==> src/rtl/uart_debug_ctrl_if.sv <==
// Signal bundle between uart_debug_ctrl and its surroundings: UART RX/TX FIFO
// handshakes plus the pipeline run/step/dump controls.
interface uart_debug_ctrl_if #(
    parameter int AW = 5
);
    logic          rx_empty;
    logic [7:0]    r_data;
    logic          rd_uart;
    logic          tx_full;
    logic [7:0]    w_data;
    logic          wr_uart;
    logic          halt;
    logic          run_en;
    logic          step;
    logic [31:0]   pc_in;
    logic [AW-1:0] dump_addr;
    logic [31:0]   dump_data;

    modport master (
        input  rx_empty, r_data, tx_full, halt, pc_in, dump_data,
        output rd_uart, w_data, wr_uart, run_en, step, dump_addr
    );

    modport slave (
        output rx_empty, r_data, tx_full, halt, pc_in, dump_data,
        input  rd_uart, w_data, wr_uart, run_en, step, dump_addr
    );
endinterface

==> src/rtl/uart_debug_ctrl.sv <==
// Serial debug command engine: pops 'c'/'s'/'d' from the RX FIFO, runs/steps/dumps
// the pipeline and returns 32-bit words LSB first. Optional echo: UART_DBG_ECHO_EN.
module uart_debug_ctrl #(
    parameter int         NWORDS   = 32,
    parameter int         AW       = 5,
    parameter logic [7:0] CMD_RUN  = 8'h63,
    parameter logic [7:0] CMD_STEP = 8'h73,
    parameter logic [7:0] CMD_DUMP = 8'h64
) (
    input logic               clk,
    input logic               rst,
    uart_debug_ctrl_if.master bus
);

`ifdef UART_DBG_ECHO_EN
    typedef enum logic [2:0] {IDLE, DECODE, ECHO, RUN, STEP, LOAD, SEND} state_t;
`else
    typedef enum logic [2:0] {IDLE, DECODE, RUN, STEP, LOAD, SEND} state_t;
`endif

    state_t        state, state_nxt, target;
    logic [7:0]    cmd;
    logic [31:0]   cyc_cnt;
    logic [31:0]   shift;
    logic [31:0]   load_word;
    logic [1:0]    byte_idx;
    logic [AW-1:0] dump_addr;
    logic          last_word;
    logic          dispatch;
    logic          word_done;
    logic          rd_uart_c, wr_uart_c, run_en_c, step_c;
    logic [7:0]    w_data_c;

    assign last_word = (dump_addr == AW'(NWORDS - 1));

    always_comb begin
        case (cmd)
            CMD_RUN:  load_word = cyc_cnt;
            CMD_STEP: load_word = bus.pc_in;
            default:  load_word = bus.dump_data;
        endcase
    end

    always_comb begin
        case (cmd)
            CMD_RUN:  target = RUN;
            CMD_STEP: target = STEP;
            CMD_DUMP: target = LOAD;
            default:  target = IDLE;
        endcase
    end

    always_comb begin
        state_nxt = state;
        rd_uart_c = 1'b0;
        wr_uart_c = 1'b0;
        w_data_c  = 8'h00;
        run_en_c  = 1'b0;
        step_c    = 1'b0;
        dispatch  = 1'b0;
        word_done = 1'b0;
        case (state)
            // Pop is gated by rst so no byte leaves the FIFO while it cannot be latched
            IDLE: begin
                if (rst && !bus.rx_empty) begin
                    rd_uart_c = 1'b1;
                    state_nxt = DECODE;
                end
            end
            DECODE: begin
`ifdef UART_DBG_ECHO_EN
                state_nxt = ECHO;
`else
                dispatch  = 1'b1;
                state_nxt = target;
`endif
            end
`ifdef UART_DBG_ECHO_EN
            ECHO: begin
                if (!bus.tx_full) begin
                    wr_uart_c = 1'b1;
                    w_data_c  = cmd;
                    dispatch  = 1'b1;
                    state_nxt = target;
                end
            end
`endif
            RUN: begin
                if (bus.halt) state_nxt = LOAD;
                else          run_en_c  = 1'b1;
            end
            STEP: begin
                step_c    = 1'b1;
                state_nxt = LOAD;
            end
            LOAD: state_nxt = SEND;
            SEND: begin
                if (!bus.tx_full) begin
                    wr_uart_c = 1'b1;
                    w_data_c  = shift[7:0];
                    if (byte_idx == 2'd3) begin
                        word_done = 1'b1;
                        state_nxt = (cmd == CMD_DUMP && !last_word) ? LOAD : IDLE;
                    end
                end
            end
            default: state_nxt = IDLE;
        endcase
    end

    always_ff @(posedge clk or negedge rst) begin
        if (!rst) begin
            state     <= IDLE;
            cmd       <= 8'h00;
            cyc_cnt   <= 32'h0;
            shift     <= 32'h0;
            byte_idx  <= 2'd0;
            dump_addr <= '0;
        end else begin
            state <= state_nxt;
            if (rd_uart_c) cmd <= bus.r_data;
            if (dispatch && cmd == CMD_RUN) cyc_cnt <= 32'h0;
            else if (run_en_c)              cyc_cnt <= cyc_cnt + 32'd1;
            // dump_addr advances at the end of a word so it is settled through the next LOAD
            if (dispatch && cmd == CMD_DUMP)       dump_addr <= '0;
            else if (word_done && cmd == CMD_DUMP) dump_addr <= last_word ? '0 : dump_addr + 1'b1;
            if (state == LOAD) begin
                shift    <= load_word;
                byte_idx <= 2'd0;
            end else if (state == SEND && wr_uart_c) begin
                shift    <= {8'h00, shift[31:8]};
                byte_idx <= byte_idx + 2'd1;
            end
        end
    end

    assign bus.rd_uart   = rd_uart_c;
    assign bus.wr_uart   = wr_uart_c;
    assign bus.w_data    = w_data_c;
    assign bus.run_en    = run_en_c;
    assign bus.step      = step_c;
    assign bus.dump_addr = dump_addr;

endmodule

==> src/flat_wrapper.sv <==
// flat-port wrapper written by rule: the top's interface ports become plain ports
module uart_debug_ctrl_flat 
#(
    parameter int         NWORDS   = 32,
    parameter int         AW       = 5,
    parameter logic [7:0] CMD_RUN  = 8'h63,
    parameter logic [7:0] CMD_STEP = 8'h73,
    parameter logic [7:0] CMD_DUMP = 8'h64
)
  (clk, rst, bus_rx_empty, bus_r_data, bus_tx_full, bus_halt, bus_pc_in, bus_dump_data, bus_rd_uart, bus_w_data, bus_wr_uart, bus_run_en, bus_step, bus_dump_addr);
  uart_debug_ctrl_if #(.AW(AW)) bus_i ();
  input logic clk;
  input logic rst;
  input wire logic [$bits(bus_i.rx_empty)-1:0] bus_rx_empty;
  input wire logic [$bits(bus_i.r_data)-1:0] bus_r_data;
  input wire logic [$bits(bus_i.tx_full)-1:0] bus_tx_full;
  input wire logic [$bits(bus_i.halt)-1:0] bus_halt;
  input wire logic [$bits(bus_i.pc_in)-1:0] bus_pc_in;
  input wire logic [$bits(bus_i.dump_data)-1:0] bus_dump_data;
  output wire logic [$bits(bus_i.rd_uart)-1:0] bus_rd_uart;
  output wire logic [$bits(bus_i.w_data)-1:0] bus_w_data;
  output wire logic [$bits(bus_i.wr_uart)-1:0] bus_wr_uart;
  output wire logic [$bits(bus_i.run_en)-1:0] bus_run_en;
  output wire logic [$bits(bus_i.step)-1:0] bus_step;
  output wire logic [$bits(bus_i.dump_addr)-1:0] bus_dump_addr;
  assign bus_i.rx_empty = bus_rx_empty;
  assign bus_i.r_data = bus_r_data;
  assign bus_i.tx_full = bus_tx_full;
  assign bus_i.halt = bus_halt;
  assign bus_i.pc_in = bus_pc_in;
  assign bus_i.dump_data = bus_dump_data;
  assign bus_rd_uart = bus_i.rd_uart;
  assign bus_w_data = bus_i.w_data;
  assign bus_wr_uart = bus_i.wr_uart;
  assign bus_run_en = bus_i.run_en;
  assign bus_step = bus_i.step;
  assign bus_dump_addr = bus_i.dump_addr;
  uart_debug_ctrl #(.NWORDS(NWORDS), .AW(AW), .CMD_RUN(CMD_RUN), .CMD_STEP(CMD_STEP), .CMD_DUMP(CMD_DUMP)) u_core (.clk(clk), .rst(rst), .bus(bus_i));
endmodule
==> config.mk <==
export PLATFORM = sky130hd
export DESIGN_NAME = uart_debug_ctrl_flat
export DESIGN_NICKNAME = d
export VERILOG_FILES = /design/src/rtl/uart_debug_ctrl_if.sv /design/src/rtl/uart_debug_ctrl.sv /design/src/flat_wrapper.sv
export SDC_FILE = /design/constraint.sdc
export NUM_CORES = 1
export LEC_CHECK = 0
export BUFFER_PORTS_ARGS = -buffer_cell sky130_fd_sc_hd__buf_2
export CAP_MARGIN = 5
export CORE_ASPECT_RATIO = 0.5
export CORE_MARGIN = 4
export CORE_UTILIZATION = 40
export DETAILED_ROUTE_END_ITERATION = 10
export GPL_ROUTABILITY_DRIVEN = 1
export PLACE_DENSITY = 0.71
export SLEW_MARGIN = 10
export SYNTH_ARGS = -nofsm -noshare
export SYNTH_HDL_FRONTEND = slang
export SYNTH_SLANG_ARGS = --single-unit
==> constraint.sdc <==
create_clock -name clk -period 2.95 [get_ports clk]
set_clock_uncertainty 0.05 [all_clocks]
set_input_delay 0.295 -clock clk [delete_from_list [all_inputs] [get_ports clk]]
set_output_delay 0.295 -clock clk [all_outputs]
set_load 0.01 [all_outputs]
==> results.sh <==
export IMPL_hold_ws_ns=0.136
export IMPL_tightest_slew_ns=0.666
export IMPL_diodes=0
export IMPL_cp_required_ns=3.16
export IMPL_status="finished, final reports clean"
export IMPL_synth_fp_nets=584
export IMPL_rows=27
export IMPL_gp_congestion=0.827
export IMPL_numPortBuffers=93
export IMPL_numCtsBuffers=9
export IMPL_cts_tree="built"
export IMPL_timing_final_setup_violations=0
export IMPL_synth_area_leaders="dfrtp_1 (45%), nand2_1 (5.1%), o211ai_1 (3.9%), o31ai_1 (3.8%), a31oi_1 (3.5%)"
export IMPL_synthArstFlopShare=1.00
export IMPL_irDropWorstVdd_uv=344
export IMPL_cp_top_family="simple AND/OR/NAND/NOR gates"
export IMPL_crit_slowest_cell="or4b_1"
export IMPL_die_width_um=160
export IMPL_min_period_over_period=0.852
export IMPL_synth_edf_count=0
export IMPL_holdCritStartpoint="bus_r_data[4]"
export IMPL_grt_usage=0.192
export IMPL_cts_resized=0
export IMPL_clkLatencyLatePin_ns=0.34
export IMPL_drt_iter0_drc=409
export IMPL_p_per_area_mw_per_mm2=646
export IMPL_grt_ovfl_total=0
export IMPL_fill_cells=1016
export IMPL_grt_pass1_vias=4127
export IMPL_crit_arrival_ns=2.72
export IMPL_synthToLayoutAreaGrowth_pct=19.9
export IMPL_nets=666
export IMPL_max_clock_freq_ghz=0.398
export IMPL_relSlewSlack=0.556
export IMPL_holdPathStages=2
export IMPL_r2r_cells=5
export IMPL_yosys_top_cells_count="dfrtp_1 (82), nand2_1 (63), clkbuf_1 (30), a31oi_1 (26), nand2b_1 (26)"
export IMPL_crit_type="flip-flop to flip-flop"
export IMPL_final_min_clock_period_ns=2.51
export IMPL_cp_slowest_stage_delay_ns=0.75
export IMPL_cts_root_buf="clkbuf_16"
export IMPL_grt_max_degree=70
export IMPL_crit_buf_inv=1
export IMPL_route_detailed_wl_per_inst_um=17.3
export IMPL_ys_seq_area_frac=0.447
export IMPL_final_setup_tns_ns=0
export IMPL_reg2reg_from="u_core.state[0]$_DFFE_PN0P_"
export IMPL_first_pass_iters=5
export IMPL_synth_cells=503
export IMPL_multiInputGateArea_mm2=0.00235
export IMPL_start_util=0.413
export IMPL_drc=0
export IMPL_antenna_found_initial=0
export IMPL_slew_viol_final=0
export IMPL_worst_r2r_endpoint="u_core.cyc_cnt[28]$_DFFE_PN0P_"
export IMPL_seq_area_mm2=0.00205
export IMPL_cts_max_level=3
export IMPL_cts_buffer_depth=2
export IMPL_dp_hpwl_um=9200
export IMPL_vias=4209
export IMPL_vias_per_cell=5.73
export IMPL_ys_warn_count=0
export IMPL_hold_path_endpoint="u_core.cmd[4]$_DFFE_PN0P_"
export IMPL_reg2reg_slack_ns=0.44
export IMPL_die_height_um=83.8
export IMPL_critPathMaxFanout=18
export IMPL_io_pins=94
export IMPL_rsz0062_at_grt="false"
export IMPL_cap_violations=0
export IMPL_ant_nets=0
export IMPL_netlist_area_leader_share=0.447
export IMPL_wl_um=12700
export IMPL_hold_path_class="primary input to flip-flop"
export IMPL_path_cells="or4b_1 -> inv_6 -> nand4_4 -> or4_1 -> a21oi_1"
export IMPL_die_area_mm2=0.0134
export IMPL_yosys_cell_count_top_type="dfrtp_1"
export IMPL_crit_path_end_kind="flip-flop"
export IMPL_core_mm2=0.0111
export IMPL_synth_top_cell_by_area="dfrtp_1"
export IMPL_start_kind="flip-flop"
export IMPL_grt_pass1_wl_um=20900
export IMPL_p_leak_nw=2.35
export IMPL_layout_drive_gt1_share=0.231
export IMPL_avgSynthCellArea_um2=9.13
export IMPL_path_clk_slew_ns=0.07
export IMPL_synth_main_ff_cell="dfrtp_1"
export IMPL_ys_ff_latch=82
export IMPL_cts_sinks=82
export IMPL_syn_area_mm2=0.00459
export IMPL_hold_viol=0
export IMPL_synth_cell_type_count=51
-- sequential cells by signal, summed over array words and instances (netlist names) --
signal	flops
u_core.bus.dump_addr	5
u_core.byte_idx	2
u_core.cmd	8
u_core.cyc_cnt	32
u_core.shift	32
u_core.state	3
-- final cells by class --
| cell class | instances | share of cell area |
|---|---|---|
| repair buffers | 107 | 0.107 |
| clock inverters | 5 | 0.0102 |
| well taps | 145 | 0.0330 |
| clock buffers | 11 | 0.0423 |
| flip-flops and latches | 82 | 0.373 |
| inverters | 11 | 0.00841 |
| multi-input cells | 374 | 0.426 |
-- layer usage --
layer | track usage | routed length, µm | share of wire
met1 | 0.262 | 5790 | 0.46
met3 | 0.0424 | 644 | 0.051
met4 | 0.0457 | 123 | 0.0097
met2 | 0.315 | 6130 | 0.48
met5 | 0 | 0 | 0
-- cells in the final DEF, fill, tap and decap left out, types with 2 or more instances in the layout --
| cell | instances |
|---|---|
| a211oi_1 | 7 |
| inv_1 | 9 |
| a21oi_1 | 22 |
| nand2_1 | 63 |
| xor2_1 | 4 |
| nand3_1 | 11 |
| dfrtp_1 | 81 |
| and3_1 | 5 |
| and2_1 | 11 |
| mux2_2 | 8 |
| nand4_1 | 9 |
| buf_2 | 92 |
| a31oi_1 | 26 |
| nand2b_1 | 26 |
| and4_1 | 4 |
| clkinv_2 | 2 |
| nor2_1 | 23 |
| buf_4 | 13 |
| clkbuf_1 | 2 |
| clkbuf_16 | 9 |
| or3_1 | 3 |
| o21ai_0 | 14 |
| o211ai_1 | 24 |
| o31ai_1 | 23 |
| nor3_1 | 3 |
| nor4_1 | 4 |
| xnor2_1 | 6 |
| or4_1 | 17 |
| ha_1 | 4 |
| mux2i_1 | 3 |
| nor2b_1 | 9 |
| nand4_4 | 2 |
| o22ai_1 | 25 |
-- through the flow --
stage                     worst slack, ns  instance area (µm²)  utilization  std cells  total power [mW]
after floorplan                     0.882                 4590            -        503              2.17
after global placement              0.542                 5210        0.468        718              2.43
after detailed placement            0.469                 5210        0.468        718              2.46
after CTS                           0.455                 5510        0.495        735              3.57
after global routing                0.302                 5510        0.495        735              3.77
final                               0.436                 5510        0.495        735              3.56
-- power by group --
| group | switching, mW | leakage (nW) | internal (mW) | total (mW) |
|---|---|---|---|---|
| registers | 0.207 | 0.984 | 1.40 | 1.61 |
| clock network | 0.450 | 0.139 | 0.655 | 1.10 |
| logic | 0.489 | 1.23 | 0.355 | 0.844 |
-- worst register-to-register path: cells and delay by family, from the launching register on --
family,cells,cell delay (ns)
AND/OR/NAND/NOR,3,1.55
flip-flops,1,0.48
buffers and inverters,1,0.20
AO/OA/AOI/OAI,1,0.17
-- timing repair --
item / CTS / global route
hold buffers: 1 / 0
setup buffers: 0 / 0
hold endpoints to repair: 12 / 0
-- worst max-delay path by stage --
stage	start	to	slack, ns	cells past startpoint
2_1_floorplan	u_core.state[2]$_DFFE_PN0P_	u_core.cyc_cnt[28]$_DFFE_PN0P_	0.88	7
3_3_place_gp	u_core.state[0]$_DFFE_PN0P_	u_core.cyc_cnt[16]$_DFFE_PN0P_	0.54	5
3_5_place_dp	u_core.state[0]$_DFFE_PN0P_	u_core.cyc_cnt[28]$_DFFE_PN0P_	0.47	5
4_1_cts	u_core.state[0]$_DFFE_PN0P_	u_core.cyc_cnt[28]$_DFFE_PN0P_	0.46	5
5_1_grt	u_core.state[0]$_DFFE_PN0P_	u_core.cyc_cnt[28]$_DFFE_PN0P_	0.30	5
6_report	u_core.state[0]$_DFFE_PN0P_	u_core.cyc_cnt[28]$_DFFE_PN0P_	0.44	5
-- logic make-up (layout without fill, tap and decap cells) --
| kind of cell | after synthesis | in the layout | share of synthesized area |
|---|---|---|---|
| DFF | 82 | 82 | 0.447 |
| xor gates and xnor gates | 10 | 10 | 0.0191 |
| buffers and inverters | 47 | 134 | 0.0441 |
| and+or+nand+nor | 200 | 200 | 0.241 |
| muxes | 11 | 11 | 0.0262 |
| AOI/OAI and AO/OA | 149 | 149 | 0.212 |
| adders and majority gates | 4 | 4 | 0.0109 |
Power figures use the tool's default switching activity.
